$ cat src/rtl/pipe_stage_reg.sv
// Parametrised pipeline-stage register with stall/flush handling
// and saturating hold/bubble performance counters.
module pipe_stage_reg #(
  parameter int unsigned          PAYLOAD_W      = 103,
  parameter int unsigned          STAGE          = 4,
  parameter int unsigned          STALL_W        = 6,
  parameter logic [PAYLOAD_W-1:0] NOP_VALUE      = '0,
  parameter bit                   ZERO_ON_BUBBLE = 1'b1,
  parameter int unsigned          CNT_W          = 16
) (
  input  logic                 clk,
  input  logic                 rst,
  input  logic [STALL_W-1:0]   stall,
  input  logic                 flush,
  input  logic [PAYLOAD_W-1:0] in_payload,
  input  logic                 in_valid,
  input  logic                 clr_cnt,
  output logic [PAYLOAD_W-1:0] out_payload,
  output logic                 out_valid,
  output logic [CNT_W-1:0]     hold_cnt,
  output logic [CNT_W-1:0]     bubble_cnt
);

  // Masks select the stall bits; the last stage has no downstream bit.
  localparam logic [STALL_W-1:0] UP_MASK =
    STALL_W'(1) << STAGE;
  localparam logic [STALL_W-1:0] DN_MASK =
    (STAGE + 1 < STALL_W) ? (STALL_W'(1) << (STAGE + 1))
                          : '0;

  logic up_stop;
  logic dn_stop;
  logic do_flush;
  logic do_bub;
  logic do_hold;
  logic do_adv;

  logic [PAYLOAD_W-1:0] pay_q, pay_d;
  logic                 val_q, val_d;
  logic [CNT_W-1:0]     hold_q, hold_d;
  logic [CNT_W-1:0]     bub_q, bub_d;

  assign up_stop  = |(stall & UP_MASK);
  assign dn_stop  = |(stall & DN_MASK);
  assign do_flush = flush;
  assign do_bub   = !flush && up_stop && !dn_stop;
  assign do_hold  = !flush && up_stop && dn_stop;
  assign do_adv   = !flush && !up_stop;

  always_comb begin
    pay_d = pay_q;
    val_d = val_q;
    unique case (1'b1)
      do_flush: begin
        pay_d = NOP_VALUE;
        val_d = 1'b0;
      end
      do_bub: begin
        if (ZERO_ON_BUBBLE) pay_d = NOP_VALUE;
        val_d = 1'b0;
      end
      do_hold: begin
        pay_d = pay_q;
        val_d = val_q;
      end
      do_adv: begin
        pay_d = in_payload;
        val_d = in_valid;
      end
      default: begin
        pay_d = pay_q;
        val_d = val_q;
      end
    endcase
  end

  // Clear wins over increment; counters stick at all-ones.
  always_comb begin
    hold_d = hold_q;
    bub_d  = bub_q;
    if (clr_cnt) begin
      hold_d = '0;
      bub_d  = '0;
    end else begin
      if (do_hold && !(&hold_q)) hold_d = hold_q + CNT_W'(1);
      if (do_bub && !(&bub_q))   bub_d  = bub_q + CNT_W'(1);
    end
  end

  always_ff @(posedge clk) begin
    if (rst) begin
      pay_q  <= NOP_VALUE;
      val_q  <= 1'b0;
      hold_q <= '0;
      bub_q  <= '0;
    end else begin
      pay_q  <= pay_d;
      val_q  <= val_d;
      hold_q <= hold_d;
      bub_q  <= bub_d;
    end
  end

  assign out_payload = pay_q;
  assign out_valid   = val_q;
  assign hold_cnt    = hold_q;
  assign bubble_cnt  = bub_q;

endmodule

$ cat config.mk
export PLATFORM = sky130hd
export DESIGN_NAME = pipe_stage_reg
export DESIGN_NICKNAME = d
export VERILOG_FILES = /design/src/rtl/pipe_stage_reg.sv
export SDC_FILE = /design/constraint.sdc
export NUM_CORES = 1
export LEC_CHECK = 0
export BUFFER_PORTS_ARGS = -buffer_cell sky130_fd_sc_hd__buf_2
export CAP_MARGIN = 20
export CORE_UTILIZATION = 46
export CTS_CLUSTER_DIAMETER = 50
export DETAILED_ROUTE_END_ITERATION = 16
export GPL_ROUTABILITY_DRIVEN = 0
export HOLD_SLACK_MARGIN = 0.15
export PLACE_DENSITY = 0.82
export SLEW_MARGIN = 20
export SYNTH_ARGS = -nofsm -noshare
export SYNTH_HDL_FRONTEND = slang
export SYNTH_SLANG_ARGS = --single-unit
$ cat constraint.sdc
create_clock -name clk -period 2.4 [get_ports clk]
set_input_delay 0.48 -clock clk [delete_from_list [all_inputs] [get_ports clk]]
set_output_delay 0.48 -clock clk [all_outputs]
set_load 0.1 [all_outputs]
# After elaboration in Yosys (flattened, before gate mapping)
# Index checks and enable logic that the tools add are counted.
[word_totals]
reg_bits = 136
inputBits = 114
out_inout_bits = 136
[classes]
addsub = 2
muxes = 2
reduce_logical = 16
[ops]
columns = ["operator", "n"]
rows = [
  ["103-bit case mux with 2 select lines", 1],
  ["16-bit by 1-bit adder with 16-bit output (second input constant)", 2],
  ["16-bit AND reduction", 2],
  ["1-bit logical AND", 6],
  ["1-bit logical NOT", 5],
  ["2-bit OR reduction", 2],
  ["1-bit case mux with 2 select lines", 1],
  ["2-bit nonzero test", 1],
]

# Longest topological paths before layout
[depth]
word_depth = 5
ltp_mapped = 6
ltp_nobuf = 5

# Least setup slack after synthesis
# OpenSTA, ideal clock, no wires.
[synth_timing]
path_type = "register to register"
start = "register bub_q[0], in the netlist bubble_cnt[0]"
end = "register bub_q[14], in the netlist bubble_cnt[14]"
setup_time_ns = 0.070
arrival_ns = 2.625
required_ns = 2.330
slack_ns = -0.295
stages_incl_launch_ff = 6
cell_sequence = "dfxtp_1 ha_1 nor4bb_1 nand3_1 or4_1 a21oi_1"
[synth_between]
elab_chain_cells = 3
word_cells_on_any_way = 4
[synth_rtl]
columns = ["element", "line_no", "source"]
rows = [
  ["start: declaration", "41", "logic [CNT_W-1:0] bub_q, bub_d;"],
  ["start signal: assignment", "100", "bub_q <= bub_d;"],
  ["parallel branches: the longest is 3 deep, another holds 16-bit by 1-bit adder with 16-bit output", "n/a", ""],
]
# Several ways; the timed one is not identified.
# A chain may end at the register's enable or synchronous reset.

# Worst setup path after layout
[layout_timing]
start = "register bub_q[0], in the netlist bubble_cnt[0]"
end = "register bub_q[8], in the netlist bubble_cnt[8]"
# Same word-level chain as after synthesis.

==> flow_summary.yaml <==
critical_path:
  slowest_delay_ns: 0.57
  critPathRequiredTime_ns: 2.85
  path_buf_inv: 0
  crit_fanout: 6
  rrSetupSlack_ns: 0.28
  cp_top_family: "simple AND/OR/NAND/NOR gates"
  worstPathCellList: "ha_1 -> nor4bb_2 -> nand3_1 -> or4_1 -> a21oi_1"
  critPathLaunchType: "flip-flop"
  critPathCaptureType: "flip-flop"
  cp.arrival_ns: 2.56
  crit_type: "reg -> reg"
  crit_slowest_cell: "or4_1"
timing:
  worst_slack_ns: 0.284
  fmax_ghz: 0.473
  slew_violations: 0
  finalHoldViolCount: 0
  relSlewSlack_pct: 56.6
  worstMarginPinSlew_ns: 0.646
  setup_viol: 0
  rsz0062_at_grt: "no"
  period_needed_ns: 2.12
  skew_ns: 0.00546
  period_share_pct: 88.1
power:
  peakVddDrop_mv: 0.467
  intPower_mw: 4.19
  power.share.combinational_pct: 12.5
  p_per_area_nw_per_um2: 815
  switchingPower_mw: 1.55
  clockPowerShare_pct: 46.7
  seq_power_share_pct: 40.8
  fin_total_pwr_mw: 5.74
  cellLeakagePower_nw: 3.08
  switching_share_pct: 26.9
cts:
  htreeDepth: 4
  cts_resized: 0
  cts_hold_buf: 0
  cts.clk_slew.worst_paths_ns: 0.06
  root_buffer: "clkbuf_8"
  cts_setup_buffers: 0
  cts_max_path_buffers: 2
  cts_buffers: 17
  cts_tree: "done"
  clk-insertion-delay-late_ns: 0.52
  cts_sinks: 136
layout:
  final_common_cell: "buf_2"
  fin_cells: 931
  syn_to_final_growth_pct: 38.8
  final_cell_mix: "buf_2, dfxtp_1, nor2_1"
  diodes: 0
  final_nets: 898
  post-route-util_pct: 67.0
  drive_above_1_share_pct: 38.5
floorplan:
  die_w_um: 107
  core_sq_um: 10500
  design.die.area_sq_um: 11500
  ios: 250
  start_util_pct: 48.3
  rows: 37
  die_h_um: 107
outcome:
  run_status: "finished, final reports clean"
drt:
  drt_iter0_drc: 407
  wirelength_mm: 15.0
  wl_per_cell_um: 16.1
  viasPerCell: 5.73
  antenna_left: 0
  drcViolationCount: 0
  via_count: 5334
  dr.pass1.iters: 7
yosys:
  syn_area_sq_um: 5070
  yosysTopAreaCellShare_pct: 53.7
  synth_cells: 553
  ys_seq_area_share_pct: 53.7
  synth_cell_type_count: 38
  synthTopCellsByArea: "dfxtp_1, a22oi_1, nor2_1"
  synth_top_cell_by_area: "dfxtp_1"
  synth.avg_cell_area_sq_um: 9.17
  synthesis.nets: 669
  ys_warn_count: 0
  ys_ff_latch: 136
min_path:
  holdCritPathClass: "in -> reg"
global_routing:
  overflow: 0
  grt_use_total_pct: 25.9
  grt_start_max_net_pins: 105
  grt_pass1_wl_mm: 23.3
  antenna_found_initial: 0
  first_global_vias: 4840
job:
  max_cap_viol_count: 0
place:
  dp_worst_setup_slack_ns: 0.151
  dp.cells: 899
  io_buffers: 245
  dpl.hpwl_mm: 9.93
==> flip-flops by register name (all words and copies together) (netlist names) <==
name         flops
bubble_cnt      16
out_payload    103
hold_cnt        16
out_valid        1
==> path summary, 6_finish.rpt <==
check,start,endpoint,cells past startpoint
setup / recovery,bubble_cnt[0],bubble_cnt[8],5
setup reg to reg,bubble_cnt[0],bubble_cnt[8],5
hold / removal,in_payload[18],out_payload[18],3
hold reg to reg,hold_cnt[8],hold_cnt[8],1
==> metal layers <==
metal	global-route usage (%)	up-vias	wire, um
met2	43.5	262	7650
met4	14.7	0	574
met3	6.50	51	1030
li1	-	2510	-
met5	0	-	0
met1	30.0	2511	5770
==> worst min-delay path, stage by stage <==
cell	delay (ns)
buf_2	0.07
a22oi_1	0.06
nor2_1	0.07
==> cell families (layout without fill, tap and decap cells) <==
family,after synthesis,count (layout),synth area share (%)
and+or+nand+nor,195,195,18.4
muxes,3,3,0.592
buffers and inverters,52,294,3.90
adders and majority gates,2,2,0.493
AOI/OAI and AO/OA,165,165,23.0
DFF,136,136,53.7
==> cells in the mapped netlist, drive strengths merged <==
| cell type | number |
|---|---|
| nand2 | 10 |
| nor2 | 114 |
| o31ai | 11 |
| a311oi | 1 |
| or4 | 14 |
| nor4bb | 2 |
| a21oi | 20 |
| or3 | 6 |
| o41ai | 3 |
| and3b | 1 |
| or2 | 4 |
| inv | 9 |
| buf | 8 |
| nand3 | 8 |
| nor3 | 6 |
| clkbuf | 35 |
| nand4 | 12 |
| a22oi | 104 |
| or3b | 1 |
| and3 | 2 |
| a211oi | 5 |
| o21ai | 11 |
| o211ai | 3 |
| mux2i | 3 |
| nor4b | 1 |
| and4 | 1 |
| nand3b | 2 |
| nor4 | 8 |
| o311ai | 1 |
| dfxtp | 136 |
| ha | 2 |
| a31oi | 4 |
| nand4b | 1 |
| a41oi | 2 |
| nor3b | 1 |
| and2 | 1 |
==> through the flow <==
step	hold WS, ns	area (sq um)	setup TNS, ns
2_1_floorplan	0.643	5090	-0.00515
6_report	0.201	7040	0
3_5_place_dp	0.468	6410	0
4_1_cts	0.182	7040	0
5_1_grt	0.189	7040	0
3_3_place_gp	0.452	6410	0
==> layout make-up <==
cell class                 count  area [sq um]
fill                         821          3470
sequential                   136          2740
multi-input combinational    365          2170
timing repair buffer         253          1300
clock buffer                  22           483
tap                          136           170
clock inverter                10           141
inverter                       9          33.8
==> power groups by stage <==
stage                     sequential, mW  combinational (mW)  clock, mW
after floorplan                     2.76               0.154          0
after global placement              2.38               0.699          0
after detailed placement            2.39               0.712          0
after CTS                           2.34               0.716       2.72
after global routing                2.34               0.750       2.83
final                               2.34               0.716       2.68
Note: power is estimated with default switching activity, not from simulation.
